[src/rtl/tdc_stats.sv]
// Window statistics for TDC measurements: mean/min/max over 2^LOG2_N samples with a valid/ready result port.
// Optional min/max tracking is built only when TDC_STATS_MINMAX_EN is defined.
module tdc_stats #(
  parameter int unsigned MEAS_W = 40,
  parameter int unsigned LOG2_N = 4
) (
  input  logic              clk,
  input  logic              rst,
  input  logic [MEAS_W-1:0] meas_in,
  input  logic              meas_valid,
  input  logic              clear,
  output logic [MEAS_W-1:0] stat_mean,
  output logic [MEAS_W-1:0] stat_min,
  output logic [MEAS_W-1:0] stat_max,
  output logic [7:0]        stat_drops,
  output logic              stat_valid,
  input  logic              stat_ready,
  output logic [LOG2_N:0]   sample_cnt,
  output logic              overrun
);

  localparam int unsigned SUM_W = MEAS_W + LOG2_N;
  localparam logic [LOG2_N:0] LAST_CNT = {1'b0, {LOG2_N{1'b1}}};

  typedef enum logic {ACCUM, HOLD} state_t;

  state_t            state;
  logic [SUM_W-1:0]  sum;
  logic [SUM_W-1:0]  sum_next;
  logic              handshake;
  logic              accept;
  logic              last_sample;

  // In HOLD, sum and sample_cnt are already zero, so an accepted handshake-cycle
  // sample naturally becomes the first sample of the next window.
  always_comb begin
    sum_next    = sum + SUM_W'(meas_in);
    handshake   = (state == HOLD) && stat_ready;
    accept      = meas_valid && ((state == ACCUM) || handshake);
    last_sample = (state == ACCUM) && (sample_cnt == LAST_CNT);
  end

`ifdef TDC_STATS_MINMAX_EN
  logic [MEAS_W-1:0] run_min;
  logic [MEAS_W-1:0] run_max;
  logic [MEAS_W-1:0] min_next;
  logic [MEAS_W-1:0] max_next;
  logic              first_sample;

  always_comb begin
    first_sample = (sample_cnt == '0);
    min_next     = (first_sample || (meas_in < run_min)) ? meas_in : run_min;
    max_next     = (first_sample || (meas_in > run_max)) ? meas_in : run_max;
  end

  always_ff @(posedge clk) begin
    if (rst || clear) begin
      run_min  <= '0;
      run_max  <= '0;
      stat_min <= '0;
      stat_max <= '0;
    end else if (accept) begin
      if (last_sample) begin
        stat_min <= min_next;
        stat_max <= max_next;
      end else begin
        run_min <= min_next;
        run_max <= max_next;
      end
    end
  end
`else
  assign stat_min = '0;
  assign stat_max = '0;
`endif

  always_ff @(posedge clk) begin
    if (rst || clear) begin
      state      <= ACCUM;
      sum        <= '0;
      sample_cnt <= '0;
      stat_mean  <= '0;
      stat_drops <= '0;
      stat_valid <= 1'b0;
      overrun    <= 1'b0;
    end else begin
      if (handshake) begin
        state      <= ACCUM;
        stat_valid <= 1'b0;
        stat_drops <= '0;
      end else if ((state == HOLD) && meas_valid) begin
        if (stat_drops != 8'hFF)
          stat_drops <= stat_drops + 8'd1;
        overrun <= 1'b1;
      end

      if (accept) begin
        if (last_sample) begin
          stat_mean  <= sum_next[SUM_W-1:LOG2_N];
          stat_valid <= 1'b1;
          state      <= HOLD;
          sum        <= '0;
          sample_cnt <= '0;
        end else begin
          sum        <= sum_next;
          sample_cnt <= sample_cnt + 1'b1;
        end
      end
    end
  end

endmodule

[config.mk]
export PLATFORM = sky130hd
export DESIGN_NAME = tdc_stats
export DESIGN_NICKNAME = d
export VERILOG_FILES = /design/src/rtl/tdc_stats.sv
export SDC_FILE = /design/constraint.sdc
export NUM_CORES = 1
export LEC_CHECK = 0
export ABC_CLOCK_PERIOD_IN_PS = 4100
export CORE_MARGIN = 4
export CORE_UTILIZATION = 35
export DETAILED_ROUTE_END_ITERATION = 8
export SLEW_MARGIN = 20
export SYNTH_ARGS = -nofsm -noshare
export SYNTH_HDL_FRONTEND = slang
export SYNTH_SLANG_ARGS = --single-unit
[constraint.sdc]
create_clock -name clk -period 4.1 [get_ports clk]
set_clock_uncertainty 0.15 [all_clocks]
set_input_delay 0.615 -clock clk [delete_from_list [all_inputs] [get_ports clk]]
set_output_delay 0.615 -clock clk [all_outputs]
set_load 0.01 [all_outputs]
==> results.ini, run 1 <==
[pwr]
p_clk_share_pct = 35.5
max-vdd-ir-drop_v = 0.000219
seqPwrFrac_pct = 44.6
p_comb_share_pct = 19.9
power.density_nw_per_um2 = 302
p_leak_nw = 3.23
p_int_mw = 1.60
switching_share_pct = 29.6
p_sw_uw = 672

[grt]
grt_overflow = 0
grt_max_degree = 27
grt_pass1_wl_mm = 26.3
grt_pass1_vias = 5134
track_usage_pct = 16.0
antenna_found_initial = 0

[synth]
avgSynthCellArea_um2 = 8.49
ys_ff_latch = 100
synth_edf_count = 0
synthAdderAreaFrac_pct = 8.60
synth-xor-area-share_pct = 6.35
synthCells = 747
synth_sequential_area_ratio_pct = 31.6
synth-async-reset-ratio_pct = 0
synth_top_family_by_area = compound AO/OA/AOI/OAI gates
synth_compound_area_share_pct = 27.5
synth_ff_type = dfxtp_1
yosys.area_share.simple_pct = 13.3
synth_area_um2 = 6340
synth.distinct_cells = 63
muxShareOfSynthArea_pct = 0.158
ys_warn_count = 0

[route]
drt_iter0_drc = 318
via_per_inst = 5.13
post_drt_wl_per_cell_um = 15.8
via_count = 5453
routed_wl_mm = 16.7
ant_nets = 0
drtPass1Iterations = 5
drc_errors = 0

[sta]
hold_viol = 0
post-route-period-util_pct = 84.9
finalCriticalPeriod_ns = 3.48
maxSlewHeadroom_pct = 52.0
drv_slew = 0
worst_slack_ns = 0.617
setup_violations = 0
totalNegativeSetupSlack_ns = 0
tightest_slew_ns = 0.716
holdWs_ns = 0.296
rsz0062_at_grt = no
clock.fmax_ghz = 0.287

[clock_tree]
clock_latency_ns = 0.35
postCtsSetupBuffers = 0
numCtsBuffers = 9
clock_path_buffers = 2
cts_tree = done
hold_buffers = 0
ctsResizeCount = 0
cts_sinks = 100
cts_root_buffer = clkbuf_16
htree_levels = 3
path_clk_slew_ns = 0.07

[flow_run]
cap_viol_max_count = 0

[placement]
gp_congestion = 0.880
dp.cells = 1046
io_buffers = 99
place_hpwl_mm = 12.7
place_worst_setup_slack_ns = 0.251

[die]
design.core.area_um2 = 17500
initial_core_util_pct = 36.2
dieArea_um2 = 20300
io_pins = 180
rows = 48
die_h_um = 143
fp.dieW_um = 143

[cells_and_area]
final_cells = 1062
areaGrowthSynthToFinish_pct = 18.7
final_core_util_pct = 42.9
fillers = 1811
multi_input_area_um2 = 3850
fin_nets = 920
diodes = 0
drive_above_1_share_pct = 4.78
seq_area_um2 = 2000

[critical_path]
end_kind = flop
cp-start-kind = input port
crit_type = input port to flop
required_ns = 4.20
worst-path-max-fanout = 6
arrival_ns = 3.58

[run_status]
status = completed

[hold_path]
hold_class = flop to flop

## routing by layer
metal	GRT usage, %	wire length (µm)	vias to the layer above
li1	-	-	2725
met1	22.0	7900	2546
met2	25.9	7670	166
met3	2.65	936	16
met4	4.90	229	0
met5	0	0	-
## worst max-delay path: stages
cell	delay (ns)
clkdlybuf4s50_1	0.40
ha_1	0.22
fa_1	0.41
a21o_1	0.19
nand4_1	0.12
nand2_1	0.12
a221oi_2	0.39
a2111oi_2	0.15
o21ai_2	0.22
a21oi_1	0.17
or3_1	0.35
a32o_1	0.22
## state kept, by name, summed over array words and instances (netlist names)
register / flops
overrun: 1
sample_cnt: 5
stat_drops: 8
stat_mean: 40
stat_valid: 1
state: 1
sum: 44
## cell families (layout without fill, tap and decap cells)
| family | count (synthesis) | count (layout) |
|---|---|---|
| compound gates | 245 | 245 |
| simple gates | 183 | 183 |
| buf+inv | 128 | 139 |
| flops | 100 | 100 |
| xor+xnor | 46 | 46 |
| fa+ha+maj | 43 | 43 |
| other cells | 1 | 80 |
| mux | 1 | 1 |
## power groups by stage
stage               combinational, mW  clock [mW]  sequential (mW)
global placement                0.447           0             1.04
finish                          0.453       0.807             1.01
floorplan                       0.377           0             1.03
CTS                             0.451       0.836             1.01
global route                    0.501       0.875             1.02
detailed placement              0.449           0             1.04
## path summary, 6_finish.rpt
check | slack [ns] | depth (start not counted) | start | end
worst min-delay path | 0.30 | 2 | stat_mean[38]$_SDFFE_PP0P_ | stat_mean[38]$_SDFFE_PP0P_
worst min register to register | 0.30 | 2 | stat_mean[38]$_SDFFE_PP0P_ | stat_mean[38]$_SDFFE_PP0P_
worst max register to register | 0.99 | 11 | sum[0]$_SDFFE_PP0P_ | stat_mean[36]$_SDFFE_PP0P_
worst max-delay path | 0.62 | 12 | meas_in[0] | stat_mean[36]$_SDFFE_PP0P_
## area by class of cell
type | instances | area share, %
Sequential cell | 100 | 26.6
Clock buffer | 13 | 3.32
Tap cell | 225 | 3.74
Inverter | 14 | 0.698
Clock inverter | 3 | 0.299
Multi-Input combinational cell | 598 | 51.2
Timing Repair Buffer | 109 | 14.2
## synth_stat cells, types with 13 or more instances
library cell	n	area share, %
dfxtp_1	100	32
buf_4	80	9.5
nor2_1	65	3.8
a21oi_1	62	4.9
nand2_1	52	3.1
a22o_1	48	6.6
ha_1	42	8.3
o21ai_0	32	2.5
clkbuf_1	26	1.5
xnor2_1	26	3.6
a21o_1	25	3.0
nand4_1	22	2.2
xor2_1	20	2.8
a22oi_1	17	2.0
inv_1	13	0.77
## per-stage QoR
stage	total power, mW	area, µm²
global route	2.39	7530
detailed placement	1.48	7260
global placement	1.48	7260
CTS	2.30	7530
floorplan	1.41	6640
finish	2.27	7530
## cells in the final DEF, fill, tap and decap left out, types with 4 or more instances in the layout
| cell | instances |
|---|---|
| o21ai_0 | 32 |
| a211oi_1 | 4 |
| clkdlybuf4s50_1 | 99 |
| conb_1 | 80 |
| a22o_1 | 48 |
| nand4_1 | 22 |
| xor2_1 | 20 |
| clkbuf_16 | 9 |
| nand3_1 | 11 |
| or3_1 | 6 |
| and3_1 | 10 |
| o21bai_1 | 12 |
| a21oi_1 | 62 |
| a22oi_1 | 17 |
| a31oi_1 | 7 |
| dfxtp_1 | 100 |
| nor2_1 | 65 |
| xnor2_1 | 26 |
| buf_4 | 10 |
| a21o_1 | 25 |
| inv_1 | 13 |
| ha_1 | 42 |
| nand2_1 | 52 |
| a21boi_0 | 4 |
No activity file was read; power rests on OpenSTA's default activity.
==> run 2: changes to the inputs <==
Settings changed: ABC_CLOCK_PERIOD_IN_PS 4100 to 3090.
Clock period 4.1 ns to 3.09 ns, I/O delays scaled along.
==> results.ini, run 2 (synthesis results as in run 1) <==
[clock_tree]
path_clk_slew_ns = 0.07
cts_root_buffer = clkbuf_16
clock_path_buffers = 2
cts_sinks = 100
numCtsBuffers = 9
hold_buffers = 0
clock_latency_ns = 0.36
cts_tree = done
htree_levels = 3

[pwr]
p_leak_nw = 3.70
max-vdd-ir-drop_v = 0.000280
power.density_nw_per_um2 = 396

[route]
drtPass1Iterations = 5
via_per_inst = 5.03
wl_met3_mm = 1.01
drt_iter0_drc = 287
via_count = 5754
wl_met1_mm = 8.41
top_layer_used = met4
routed_wl_mm = 17.8
ant_nets = 0
met2WireLength_mm = 8.08
drc_errors = 0
post_drt_wl_per_cell_um = 15.6

[cells_and_area]
reg_top3 = sum: 44 flops, stat_mean: 40 flops, stat_drops: 8 flops
final_area_um2 = 8430
layout_commonest_cell = dfxtp_1
largest_reg_flops = 44
areaGrowthSynthToFinish_pct = 33.0
drive_above_1_share_pct = 16.1
multi_input_area_um2 = 4070
largest_register = sum
final_cell_mix = 99 x dfxtp_1, 93 x clkdlybuf4s50_1, 93 x buf_4
fillers = 1741
diodes = 0
final_core_util_pct = 48.1
fin_nets = 1003
seq_area_um2 = 2000

[placement]
placed_area_um2 = 7860
place_hpwl_mm = 13.5
gp_congestion = 0.881
io_buffers = 99
place_worst_setup_slack_ns = -0.519

[critical_path]
critPathTopFamily = compound AO/OA/AOI/OAI gates
crit_chain = ha_2, fa_2, a21o_1, nand4_1, a32oi_2, a221o_2, a2111oi_4, a211o_2, o211ai_2, xor2_1, a22o_1
critical_path.max_stage_delay_ns = 0.41
crit_type = flop to flop
cp-start-kind = flop
required_ns = 3.19
worst-path-max-fanout = 4
end_kind = flop
arrival_ns = 3.10
cp_slowest_cell = a221o_2
cp_num_buf_inv = 0

[sta]
maxSlewHeadroom_pct = 53.1
hold_viol = 0
clock.fmax_ghz = 0.334
post-route-period-util_pct = 96.9
holdWs_ns = 0.297
totalNegativeSetupSlack_ns = 0
setup_violations = 0
worst_slack_ns = 0.0970
finalCriticalPeriod_ns = 2.99
drv_slew = 0
rsz0062_at_grt = yes
tightest_slew_ns = 0.699

[die]
rows = 48
design.core.area_um2 = 17500
io_pins = 180
fp.dieW_um = 143
die_h_um = 143
initial_core_util_pct = 36.2
dieArea_um2 = 20300

[hold_path]
hold_class = flop to flop

[grt]
grt_pass1_wl_mm = 27.6
antenna_found_initial = 0
grt_pass1_vias = 5416
grt_overflow = 0
track_usage_pct = 16.9
grt_max_degree = 25

[run_status]
status = completed

[flow_run]
cap_viol_max_count = 0

-- run 2: what timing repair did --
item,in CTS,in global routing
hold endpoints to repair,0,0
buffers inserted,1,1
resized for setup,11,27
pin swaps,13,20
endpoints found under the setup margin,17,28
-- run 2: metrics by stage --
step	power [mW]	std cells
finish	3.34	1145
global route	3.50	1145
CTS	3.34	1144
detailed placement	2.07	1127
global placement	2.07	1127
floorplan	1.87	826
-- run 2: where the power goes --
| part | switching (mW) | total [mW] | internal (mW) |
|---|---|---|---|
| logic | 0.403 | 0.735 | 0.332 |
| registers | 0.0294 | 1.35 | 1.32 |
| clock network | 0.517 | 1.25 | 0.735 |
| total | 0.949 | 3.34 | 2.39 |
-- run 2: worst register-to-register path: stages, from the launching register on --
cell and delay (ns):
dfxtp_1 0.32, ha_2 0.18, fa_2 0.34, a21o_1 0.18, nand4_1 0.14, a32oi_2 0.15, a221o_2 0.42, a2111oi_4 0.30
a211o_2 0.22, o211ai_2 0.11, xor2_1 0.17, a22o_1 0.19
-- run 2: final timing paths --
kind	slack (ns)	end	startpoint	cells after the start
hold reg to reg	0.30	stat_mean[38]$_SDFFE_PP0P_	stat_mean[38]$_SDFFE_PP0P_	2
hold / removal	0.30	stat_mean[38]$_SDFFE_PP0P_	stat_mean[38]$_SDFFE_PP0P_	2
setup reg to reg	0.1	stat_mean[32]$_SDFFE_PP0P_	sum[0]$_SDFFE_PP0P_	11
setup / recovery	0.1	stat_mean[32]$_SDFFE_PP0P_	sum[0]$_SDFFE_PP0P_	11
-- run 2: area by class of cell --
class	instances	area share, %
Timing Repair Buffer	192	20.2
Clock buffer	11	2.88
Inverter	14	0.623
Clock inverter	5	1.01
Multi-Input combinational cell	598	48.2
Tap cell	225	3.34
Sequential cell	100	23.8
-- run 2: layer usage --
layer	vias to the layer above	track usage (%)
li1	2890	-
met1	2688	22.8
met2	156	26.9
met3	20	4.13
met4	0	5.05
met5	-	0
==> RTL edit: new RTL, config.mk and constraints of run 2 <==
The parameter `MEAS_W` goes from 40 to 48.
--- a/src/rtl/tdc_stats.sv
+++ b/src/rtl/tdc_stats.sv
@@ -1,7 +1,7 @@
 // Window statistics for TDC measurements: mean/min/max over 2^LOG2_N samples with a valid/ready result port.
 // Optional min/max tracking is built only when TDC_STATS_MINMAX_EN is defined.
 module tdc_stats #(
-  parameter int unsigned MEAS_W = 40,
+  parameter int unsigned MEAS_W = 48,
   parameter int unsigned LOG2_N = 4
 ) (
   input  logic              clk,
Ports: changed (resized meas_in, stat_max, stat_mean and stat_min); port bits go from 180 to 212. No check against the original RTL was run, so the function may have changed too.
==> RTL edit against run 2 <==
The run now ends with setup timing left; wire length rose by 36%; area after synthesis rose by 23%; final cell count rose by 35%; first-iteration DRC count rose by 41%; sequential cell count rose by 16; total power rose by 41%; clock power rose by 69%; final area rose by 41%; combinational power rose by 43%; sequential share of layout area fell by 4.1 points; hold slack improved by 5.5 ps; count of clock-buffer cells in the layout rose by 10; worst setup slack got worse by 310 ps.
==> RTL edit: results (changes against run 2) <==
Detailed routing
  • Via density: 5.00 (-0.47%)
  • Metal2 WL: 12.1 mm (+50%)
  • DRT met1 WL: 10.2 mm (+21%)
  • WL met3: 1.58 mm (+57%)
  • First DRT Iteration DRCs: 405 (+41%)

Logic synthesis
  • Synth Area in XOR/XNOR: 5.97% (-0.39 points)
  • Yosys cell types: 66 (+4.8%)
  • Mux contribution to synthesized area: 0.129% (-0.029 points)
  • Sequential share of the synthesized area: 29.9% (-1.7 points)
  • Synth area leaders: dfxtp_1 (30%), buf_4 (9.4%), ha_1 (8.0%), a21oi_1 (6.3%), nand2_1 (5.8%)
  • Post-synth top cells: nand2_1 (121), dfxtp_1 (116), a21oi_1 (98)
  • Compound-cell area share of the yosys netlist: 25.5% (-2.0 points)

Placement
  • Post-DP HPWL: 17.2 mm (+28%)
  • Global placement routability congestion: 0.929 (+5.4%)
  • Pre-CTS WS: -915 ps (-396 ps)
  • Placement Cell Area: 0.0100 sq mm (+27%)

Critical path
  • Arrival time worst endpoint: 3460 ps (+360 ps)
  • R2r endpoint: sum[46]
  • Register-to-Register Path Depth: 12 (+1)

GRT
  • Largest net degree at the start of global routing: 55 (+120%)
  • GR Util met1: 22.4% (-0.39 points)

Clocking
  • Clk_lat worst skew: 430 ps (+70 ps)
  • Num CTS Buffers: 17 (+8)
  • Htree depth: 4 (+1)

Layout
  • Final nets: 1359 (+35%)
  • Largest regs: sum (52), stat_mean (48), stat_drops (8)
  • Share of cells above drive strength 1: 28.3% (+12 points)

Hold path
  • Worst Min Path Start: stat_mean[31]

Pwr
  • Leak Pwr: 5.08 nW (+37%)
  • Sw Pwr: 0.00133 W (+40%)
  • Total power: 0.00471 W (+41%)
  • Maximum VDD drop: 0.357 mV (+28%)

Timing
  • Final Worst Setup Slack: -209 ps (-306 ps)
  • Slew HR: 58.1% (+5.1 points)
  • Final setup fails: 24 (+24)
  • TNS Setup: -2600 ps (-2600 ps)
  • Hold WS: 302 ps (+5.48 ps)

Run status
  • Status: finished with violations
  • Failing checks: setup timing
[RTL edit: cell count changes after synthesis, moves of 6 or more]
| cell | change |
|---|---|
| clkbuf_1 | +14 |
| nand2_1 | +69 |
| a22o_1 | -21 |
| dfxtp_1 | +16 |
| nor3_1 | +9 |
| a21oi_1 | +36 |
| a211o_1 | +6 |
| nor2_1 | +11 |
| ha_1 | +8 |
| buf_4 | +17 |
| nand3_1 | +9 |
| o21a_1 | +7 |
[RTL edit: area by class of cell]
cell class	count	area (sq um)
clock buffers	21	480
clock inverters	11	149
fillers	1997	9940
inverters	16	60.1
multi-input cells	782	5680
flip-flops and latches	116	2330
well taps	280	350
repair buffers	322	2830
[RTL edit: timing repair]
item | 4_1_cts | 5_1_grt
pin swaps | 50 | 80
gates resized for setup | 53 | 123
cloned | 1 | 0
buffers inserted | 21 | 22
endpoints found under the setup margin | 63 | 63
